[src/rtl/param_add_acc_if.sv]
// Handshake/data bundle for param_add_acc.
// master: operand producer + result consumer; slave: the adder.
interface param_add_acc_if #(
  parameter int WIDTH = 3,
  parameter int ACC_W = 8,
  parameter int CNT_W = 8
);
  logic             in_valid;
  logic             in_ready;
  logic             mode;
  logic             clr;
  logic [WIDTH-1:0] x;
  logic [WIDTH-1:0] y;
  logic             out_valid;
  logic             out_ready;
  logic [ACC_W-1:0] z;
  logic             ovf;
  logic [CNT_W-1:0] txn_cnt;

  modport master (
    output in_valid, mode, clr, x, y, out_ready,
    input  in_ready, out_valid, z, ovf, txn_cnt
  );

  modport slave (
    input  in_valid, mode, clr, x, y, out_ready,
    output in_ready, out_valid, z, ovf, txn_cnt
  );
endinterface

[src/rtl/param_add_acc.sv]
// Registered adder/accumulator: z = x+y (mode 0) or acc += x+y (mode 1).
// Ports: clk, rst (async high), bus (slave): in_valid/in_ready, mode, clr,
//   x, y, out_valid/out_ready, z, ovf (sticky), txn_cnt.
// Macro PARAM_ADD_ACC_SAT_EN: mode-1 overflow saturates instead of wrapping.
module param_add_acc #(
  parameter int WIDTH = 3,
  parameter int ACC_W = 8,
  parameter int CNT_W = 8
) (
  input logic           clk,
  input logic           rst,
  param_add_acc_if.slave bus
);

  typedef enum logic {IDLE, FULL} state_t;

  state_t state_q, state_d;

  logic             accept;
  logic [WIDTH:0]   s;
  logic [ACC_W:0]   nxt;
  logic [ACC_W-1:0] add_res;
  logic [ACC_W-1:0] acc_q, acc_d, acc_base;
  logic [ACC_W-1:0] z_q, z_d;
  logic             ovf_q, ovf_d, ovf_base;
  logic [CNT_W-1:0] cnt_q, cnt_d, cnt_base;

  assign bus.in_ready = (state_q == IDLE) | bus.out_ready;
  assign accept       = bus.in_valid & bus.in_ready;

  assign s = (WIDTH+1)'(bus.x) + (WIDTH+1)'(bus.y);

  // clr is applied before a same-cycle transaction
  assign acc_base = bus.clr ? '0 : acc_q;
  assign ovf_base = bus.clr ? 1'b0 : ovf_q;
  assign cnt_base = bus.clr ? '0 : cnt_q;

  assign nxt = (ACC_W+1)'(acc_base) + (ACC_W+1)'(s);

`ifdef PARAM_ADD_ACC_SAT_EN
  assign add_res = nxt[ACC_W] ? '1 : nxt[ACC_W-1:0];
`else
  assign add_res = nxt[ACC_W-1:0];
`endif

  always_comb begin
    state_d = state_q;
    unique case (state_q)
      IDLE: if (accept) state_d = FULL;
      FULL: if (bus.out_ready && !accept) state_d = IDLE;
      default: state_d = IDLE;
    endcase
  end

  always_comb begin
    acc_d = acc_base;
    ovf_d = ovf_base;
    cnt_d = cnt_base;
    z_d   = z_q;
    if (accept) begin
      cnt_d = cnt_base + CNT_W'(1);
      if (bus.mode) begin
        acc_d = add_res;
        z_d   = add_res;
        ovf_d = ovf_base | nxt[ACC_W];
      end else begin
        z_d = ACC_W'(s);
      end
    end
  end

  always_ff @(posedge clk or posedge rst) begin
    if (rst) begin
      state_q <= IDLE;
      acc_q   <= '0;
      z_q     <= '0;
      ovf_q   <= 1'b0;
      cnt_q   <= '0;
    end else begin
      state_q <= state_d;
      acc_q   <= acc_d;
      z_q     <= z_d;
      ovf_q   <= ovf_d;
      cnt_q   <= cnt_d;
    end
  end

  assign bus.out_valid = (state_q == FULL);
  assign bus.z         = z_q;
  assign bus.ovf       = ovf_q;
  assign bus.txn_cnt   = cnt_q;

endmodule

[src/flat_wrapper.sv]
// flat-port wrapper written by rule: the top's interface ports become plain ports
module param_add_acc_flat 
#(
  parameter int WIDTH = 3,
  parameter int ACC_W = 8,
  parameter int CNT_W = 8
)
  (clk, rst, bus_in_valid, bus_mode, bus_clr, bus_x, bus_y, bus_out_ready, bus_in_ready, bus_out_valid, bus_z, bus_ovf, bus_txn_cnt);
  param_add_acc_if #(.WIDTH(WIDTH), .ACC_W(ACC_W), .CNT_W(CNT_W)) bus_i ();
  input logic clk;
  input logic rst;
  input wire logic [$bits(bus_i.in_valid)-1:0] bus_in_valid;
  input wire logic [$bits(bus_i.mode)-1:0] bus_mode;
  input wire logic [$bits(bus_i.clr)-1:0] bus_clr;
  input wire logic [$bits(bus_i.x)-1:0] bus_x;
  input wire logic [$bits(bus_i.y)-1:0] bus_y;
  input wire logic [$bits(bus_i.out_ready)-1:0] bus_out_ready;
  output wire logic [$bits(bus_i.in_ready)-1:0] bus_in_ready;
  output wire logic [$bits(bus_i.out_valid)-1:0] bus_out_valid;
  output wire logic [$bits(bus_i.z)-1:0] bus_z;
  output wire logic [$bits(bus_i.ovf)-1:0] bus_ovf;
  output wire logic [$bits(bus_i.txn_cnt)-1:0] bus_txn_cnt;
  assign bus_i.in_valid = bus_in_valid;
  assign bus_i.mode = bus_mode;
  assign bus_i.clr = bus_clr;
  assign bus_i.x = bus_x;
  assign bus_i.y = bus_y;
  assign bus_i.out_ready = bus_out_ready;
  assign bus_in_ready = bus_i.in_ready;
  assign bus_out_valid = bus_i.out_valid;
  assign bus_z = bus_i.z;
  assign bus_ovf = bus_i.ovf;
  assign bus_txn_cnt = bus_i.txn_cnt;
  param_add_acc #(.WIDTH(WIDTH), .ACC_W(ACC_W), .CNT_W(CNT_W)) u_core (.clk(clk), .rst(rst), .bus(bus_i));
endmodule
[config.mk]
export PLATFORM = sky130hd
export DESIGN_NAME = param_add_acc_flat
export DESIGN_NICKNAME = d
export VERILOG_FILES = /design/src/rtl/param_add_acc_if.sv /design/src/rtl/param_add_acc.sv /design/src/flat_wrapper.sv
export SDC_FILE = /design/constraint.sdc
export NUM_CORES = 1
export LEC_CHECK = 0
export ABC_CLOCK_PERIOD_IN_PS = 2000
export CAP_MARGIN = 0
export CORE_UTILIZATION = 46
export DETAILED_ROUTE_END_ITERATION = 10
export PLACE_DENSITY = 0.75
export SETUP_SLACK_MARGIN = 0.02
export SLEW_MARGIN = 25
export SYNTH_ARGS = -nofsm -noshare
export SYNTH_HDL_FRONTEND = slang
export SYNTH_SLANG_ARGS = --single-unit
[constraint.sdc]
create_clock -name clk -period 2 [get_ports clk]
set_input_delay 0.2 -clock clk [delete_from_list [all_inputs] [get_ports clk]]
set_output_delay 0.2 -clock clk [all_outputs]
set_load 0.005 [all_outputs]
* Word-level counts from Yosys, hierarchy flattened *
Cells that the tools add are included.

word-level totals
  bits in registers = 26
  bits in latches = 0
  memory bits (writable) = 0
  ROM bits = 0
  input port bits = 12
  output and inout bits = 19
  logic and storage cells = 26
  memories = 0

operators by class
  add/subtract/negate cells = 3
  multiply operators = 0
  div/mod/pow operators = 0
  magnitude comparators = 0
  equality and inequality tests = 0
  shift operators = 0
  multiplexer cells = 12
  bitwise gates (word level) = 4
  reduce and logical (&&, ||, !) cells = 2

operator list
  cell                                         count
  two-way mux 8 bit                            6
  adder 8 x 4 -> 9 bit                         1
  adder 8 x 1 -> 8 bit, second input constant  1
  two-way mux 1 bit                            5
  adder 3 x 3 -> 4 bit                         1
  OR 1 bit                                     2
  one-hot mux 1 bit (2 select lines)           1
  AND 1 bit                                    1
  logical AND 1 bit                            1
  logical NOT 1 bit                            1
  NOT 1 bit                                    1

* Depth between registers and ports, before layout *
  depth after elaboration = 7
  mapped depth = 9
  gate-level depth less buffers = 9

* Worst setup path before layout *
No wires, ideal clock.

  path type = input to register
  start = input bus_y[0]
  end = register u_core.acc_q[6]
  library setup time = 128 ps
  arrival time = 2,206 ps
  data required time = 1,872 ps
  slack = -334 ps
  stages on the path = 8
  path buffers = 0
  cells stage by stage = ha_1 -> fa_1 -> inv_1 -> fa_1 -> nor2b_1 -> o21ai_1 -> a211oi_2 -> mux2_1

between the ends
  longest elaborated chain between the ends = 4

ends and longest elaborated chain
  what                  RTL line             RTL
  from (decl)           flat_wrapper.sv:16   input wire logic [$bits(bus_i.y)-1:0] bus_y;
  adder 3 x 3 -> 4 bit  param_add_acc.sv:31  assign s = (WIDTH+1)'(bus.x) + (WIDTH+1)'(bus.y);
  adder 8 x 4 -> 9 bit  param_add_acc.sv:38  assign nxt = (ACC_W+1)'(acc_base) + (ACC_W+1)'(s);
  two-way mux 8 bit     param_add_acc.sv:62  if (bus.mode) begin
  two-way mux 8 bit     param_add_acc.sv:60  if (accept) begin
  via u_core.acc_d[6]   param_add_acc.sv:23  logic [ACC_W-1:0] acc_q, acc_d, acc_base;
  to (signal assigned)  param_add_acc.sv:75  acc_q <= '0;
  to (signal assigned)  param_add_acc.sv:81  acc_q <= acc_d;
  to (decl)             param_add_acc.sv:23

The timed path passes the listed nets, and every way through them passes these cells.
A chain may end at the register's enable or synchronous reset.

* Worst setup path after layout *
  start = register u_core.acc_q[0]
  end = register u_core.acc_q[6]

between the ends
  longest elaborated chain between the ends = 4

ends and longest elaborated chain
  what                  RTL line             RTL
  two-way mux 8 bit     param_add_acc.sv:34  assign acc_base = bus.clr ? '0 : acc_q;
  adder 8 x 4 -> 9 bit  param_add_acc.sv:38
  two-way mux 8 bit     param_add_acc.sv:62
  two-way mux 8 bit     param_add_acc.sv:60
  via u_core.acc_d[6]   param_add_acc.sv:23

The timed path passes the listed nets, and every way through them passes these cells.

==> results <==
- Measured against its own limit, the worst slew margin works out to 71.1%.
- TritonCTS created 3 clock buffers.
- Walking the worst path, the cells encountered are nor2b_4, ha_4, inv_2, fa_2, nor2b_4, o21ai_4, a211oi_2, mux2_1.
- The first-pass GRT wire length is 6270 µm.
- For this run, the leading register cell type out of synthesis is sky130_fd_sc_hd__dfrtp_1.
- The number of max-slew violations in the final report came to 0.
- The floorplan die area is 0.00359 mm².
- Averaged over all synthesized cells, the footprint is 9.90 µm².
- The placed wire-length estimate is 2680 µm.
- Counting along the longest clock path gives a buffer depth of 2.
- The area growth from synthesis to layout is 40.1%.
- The initialized floorplan defines 20 standard-cell rows.
- The most critical setup path has its startpoint at u_core.acc_q[0].
- The worst hold path class is in -> async.
- Cells with a size suffix above 1 make up 25.6% of the layout.
- The clock sink total is 26.
- STA classifies the critical path endpoint as a flip-flop.
- The run finished with clean final reports.
- At the pin with the least slew margin, the transition time is 0.433 ns.
- The first routing iteration left 54 violations.
- The worst setup path is launched from a flip-flop.
- The dominant cell type by count on the critical path is sky130_fd_sc_hd__nor2b_4.
- Leaving out fill and tap cells, the most frequent cell in the layout is sky130_fd_sc_hd__dfrtp_1.
- In the synthesized netlist, mux cells make up 4.29% of the area.
- The clock tree from TritonCTS is built.
- At the placement stage, the worst setup path has a slack of -0.761 ns.
- The maximum VDD drop is 347 µV.
- In the routed design, unresolved DRC markers number 0.
- In the finished design, the share of the clock period the worst path needs comes to 99.8%.
- Combinational cells account for 31.7% of the total power.
- The number of cells on the worst reg-to-reg path is 8.
- In this run the vertical extent of the chip is 59.9 µm.
- The core region is 0.00313 mm².
- For this run, the register share of the synthesized area comes to 42.1%.
- The worst path in the final design needs a cycle of 2.00 ns, including I/O delays and setup.
- Dividing total power by cell area gives a power density of 542 mW/mm².
- Internal power comes to 832 µW.
- The number of stages on the worst setup path is 8.
- The fraction of power consumed by the clock network is 18.7%.
- The clock network latency to the later pin of the worst-skew pair is 0.31 ns.
- The end of the worst register-to-register path is u_core.acc_q[6].
- The number of standard cells after synthesis is 156.
- The worst path arrival time is 2.21 ns.
- The effective utilization at floorplan is 49.4%.
- Clock-pin slew was measured on the worst setup and hold paths at 0.13 ns.
- The number of endpoints failing setup at the final stage is 0.
- The via count of the first global-routing pass is 1388.
- For the final database, setup skew stands at 0.00181 ns.
- The highest attainable clock frequency is 501 MHz.
- The worst path meets setup with 0.00426 ns of slack.
- The top-level I/O count is 31.
- The number of search-and-repair iterations in the first detailed-routing pass is 4.
- For this run, the total global-route usage over all layers was measured as 23.6%.
- The sequential group share of total power is 49.6%.
- The largest area contributor in the synthesized netlist is sky130_fd_sc_hd__dfrtp_1.
- For this run, asynchronously set or reset flops after synthesis account for 100%.
- The total of max-cap violations is 0.
- The count of nets left with antenna violations after detail routing is 0.
- The summed instance area of the synthesized netlist is 0.00154 mm².
- The repair_antennas step left the layout with diodes totalling 0.
- The total number of vias is 1323.
- The flip-flop and latch count after synthesis is 26.
- The number of warning messages in the yosys log is 0.
- The die is 59.9 µm wide.
- In the final routed layout, each cell accounts on average for 15.9 µm.
- In this run, synthesis inferred 0 flip-flops with an integrated enable.
- The total overflow left after global routing is 0.
- Setup repair after global routing could not meet its margin everywhere.
- The type of the worst setup path is reg -> reg.
- After synthesis, the cell types taking the most area are sky130_fd_sc_hd__dfrtp_1 42%, sky130_fd_sc_hd__ha_1 6.5%, sky130_fd_sc_hd__nand2_1 4.1%, sky130_fd_sc_hd__nor2b_1 3.6%, sky130_fd_sc_hd__mux2_2 2.9%.
- Of all nets on the critical path, the largest fanout is 3.
- The reg-to-reg setup timing slack is 0.004 ns.
- The number of hold-slack violations in the final timing report is 0.
- In this run the cell area measured after placement is 0.00200 mm².
- With fillers left out, the area of the finished cells amounts to 0.00216 mm².
- The count of port buffers added during placement is 30.
- The synthesized netlist devotes 9.08% of its cell area to adder and majority cells.
- The routed wire length is 3930 µm.
- The proportion of total power due to net switching is 29.1%.
- The netlist uses 42 different library cells.
- The main combinational cell family by area after synthesis is simple AND/OR/NAND/NOR gates.
- The beginning of the worst register-to-register path is u_core.acc_q[0].
- The number of antenna violations at the first check in global routing is 0.
- In the layout the commonest cells are 26 x sky130_fd_sc_hd__dfrtp_1, 23 x sky130_fd_sc_hd__clkdlybuf4s50_1, 21 x sky130_fd_sc_hd__buf_4.
- The post-synthesis compound-gate area fraction is 13.5%.
- The post-synth net total is 178.
- The slowest stage of the critical path is the sky130_fd_sc_hd__dfrtp_1 cell.
- The top cell type's share of synthesized area is 42.1%.
- The largest single stage delay on the critical path is 0.38 ns.
- The basic-gate share of the synthesized area counting and, or, nand and nor cells is 20.0%.
- Of the total synthesized cell area, the portion taken by XOR and XNOR cells is 5.67%.
- Summed over all nets, the switching power comes to 341 µW.
- The final layout contains 227 nets.
- The analysis attributes to cell leakage a power of 0.968 nW.
- After detailed routing, the number of vias per cell comes to 5.36.
- Together, buffers and inverters on the worst path number 1.
- The kind of cell with the highest combined delay on the critical path is adder cells.
- CTS built an H-tree with a depth of 1.
- The tree is rooted in a sky130_fd_sc_hd__clkbuf_4.
- The layout has 230 filler cells.
- Data on the critical path is required at its endpoint by 2.21 ns.
- The largest net degree at the start of global routing is 27.
- The global placement routability congestion is 0.890.
## worst max-delay path by stage
stage                            to
global placement    u_core.acc_q[6]
detailed placement  u_core.acc_q[6]
floorplan           u_core.acc_q[6]
global route        u_core.acc_q[6]
CTS                 u_core.acc_q[6]
finish              u_core.acc_q[6]
## metal layers
layer / up-vias / share of wire [%] / wire length, µm / GRT usage [%]
li1: 637 / - / - / -
met3: 4 / 2.8 / 110 / 2.81
met5: - / 0 / 0 / 0
met4: 0 / 0.82 / 32 / 5.65
met2: 26 / 53 / 2090 / 44.0
met1: 656 / 43 / 1690 / 28.7
## tightest hold or removal path: stages
cell and delay (ns):
sky130_fd_sc_hd__clkdlybuf4s50_1 0.40, sky130_fd_sc_hd__inv_1 0.05, sky130_fd_sc_hd__buf_4 0.31
## synth_stat cells, types with 2 or more instances
master                     instances
sky130_fd_sc_hd__nand2_1          17
sky130_fd_sc_hd__nor2_1            8
sky130_fd_sc_hd__fa_1              2
sky130_fd_sc_hd__nand4_1           7
sky130_fd_sc_hd__xnor2_1           5
sky130_fd_sc_hd__nor2b_1           9
sky130_fd_sc_hd__inv_1            11
sky130_fd_sc_hd__o311ai_1          2
sky130_fd_sc_hd__a21o_1            2
sky130_fd_sc_hd__o21ai_1           2
sky130_fd_sc_hd__and2_1            3
sky130_fd_sc_hd__xor2_1            5
sky130_fd_sc_hd__buf_2             4
sky130_fd_sc_hd__nand3_1           2
sky130_fd_sc_hd__and3_1            2
sky130_fd_sc_hd__nand2b_1          3
sky130_fd_sc_hd__or3_1             3
sky130_fd_sc_hd__o21ai_0           5
sky130_fd_sc_hd__a21oi_1           4
sky130_fd_sc_hd__mux2_2            4
sky130_fd_sc_hd__ha_1              8
sky130_fd_sc_hd__a211oi_2          2
sky130_fd_sc_hd__o31ai_1           2
sky130_fd_sc_hd__dfrtp_1          26
## power groups by stage
| stage | logic, mW | registers (mW) | clock network (mW) |
|---|---|---|---|
| CTS | 0.342 | 0.581 | 0.226 |
| global route | 0.403 | 0.587 | 0.249 |
| finish | 0.372 | 0.582 | 0.220 |
| global placement | 0.305 | 0.588 | 0 |
| floorplan | 0.171 | 0.590 | 0 |
| detailed placement | 0.314 | 0.590 | 0 |
## cell type report
class / count / area (µm²) / share of cell area, %
Clock buffer: 3 / 22.5 / 1.04
Timing Repair Buffer: 51 / 454 / 21.0
Multi-Input combinational cell: 112 / 940 / 43.4
Inverter: 11 / 41.3 / 1.91
Tap cell: 44 / 55.1 / 2.54
Sequential cell: 26 / 651 / 30.1
## metrics by stage
step / setup TNS (ns) / hold slack [ns] / std cells / util (%) / power (mW)
final: 0 / 0.226 / 247 / 69.2 / 1.17
after global routing: -0.0600 / 0.251 / 247 / 69.2 / 1.24
after CTS: -0.0809 / 0.235 / 244 / 67.0 / 1.15
after detailed placement: -8.00 / 0.483 / 238 / 64.0 / 0.904
after global placement: -7.17 / 0.468 / 238 / 64.0 / 0.893
after floorplan: -0.260 / 0.240 / 156 / - / 0.760
## sequential cells by signal, summed over array words and instances, names as in the netlist
| signal | cells |
|---|---|
| u_core.acc_q | 8 |
| u_core.bus.txn_cnt | 8 |
| u_core.bus.z | 8 |
| u_core.bus.out_valid | 1 |
| u_core.bus.ovf | 1 |
## cells by family (layout without fill, tap and decap cells)
kind of cell               count (synthesis)  count (layout)
AOI/OAI and AO/OA                         28              28
xor gates and xnor gates                  10              10
and+or+nand+nor                           58              58
DFF                                       26              26
adders and majority gates                 10              10
buffers and inverters                     18              65
muxes                                      6               6
## timing repair
item                                    4_1_cts  5_1_grt
setup buffers                                 3        3
hold endpoints to repair                      0        0
endpoints found under the setup margin       14       10
gates resized for setup                      24       11
hold buffers                                  0        0
pin swaps                                     8       13
No activity file was read; power rests on OpenSTA's default activity.
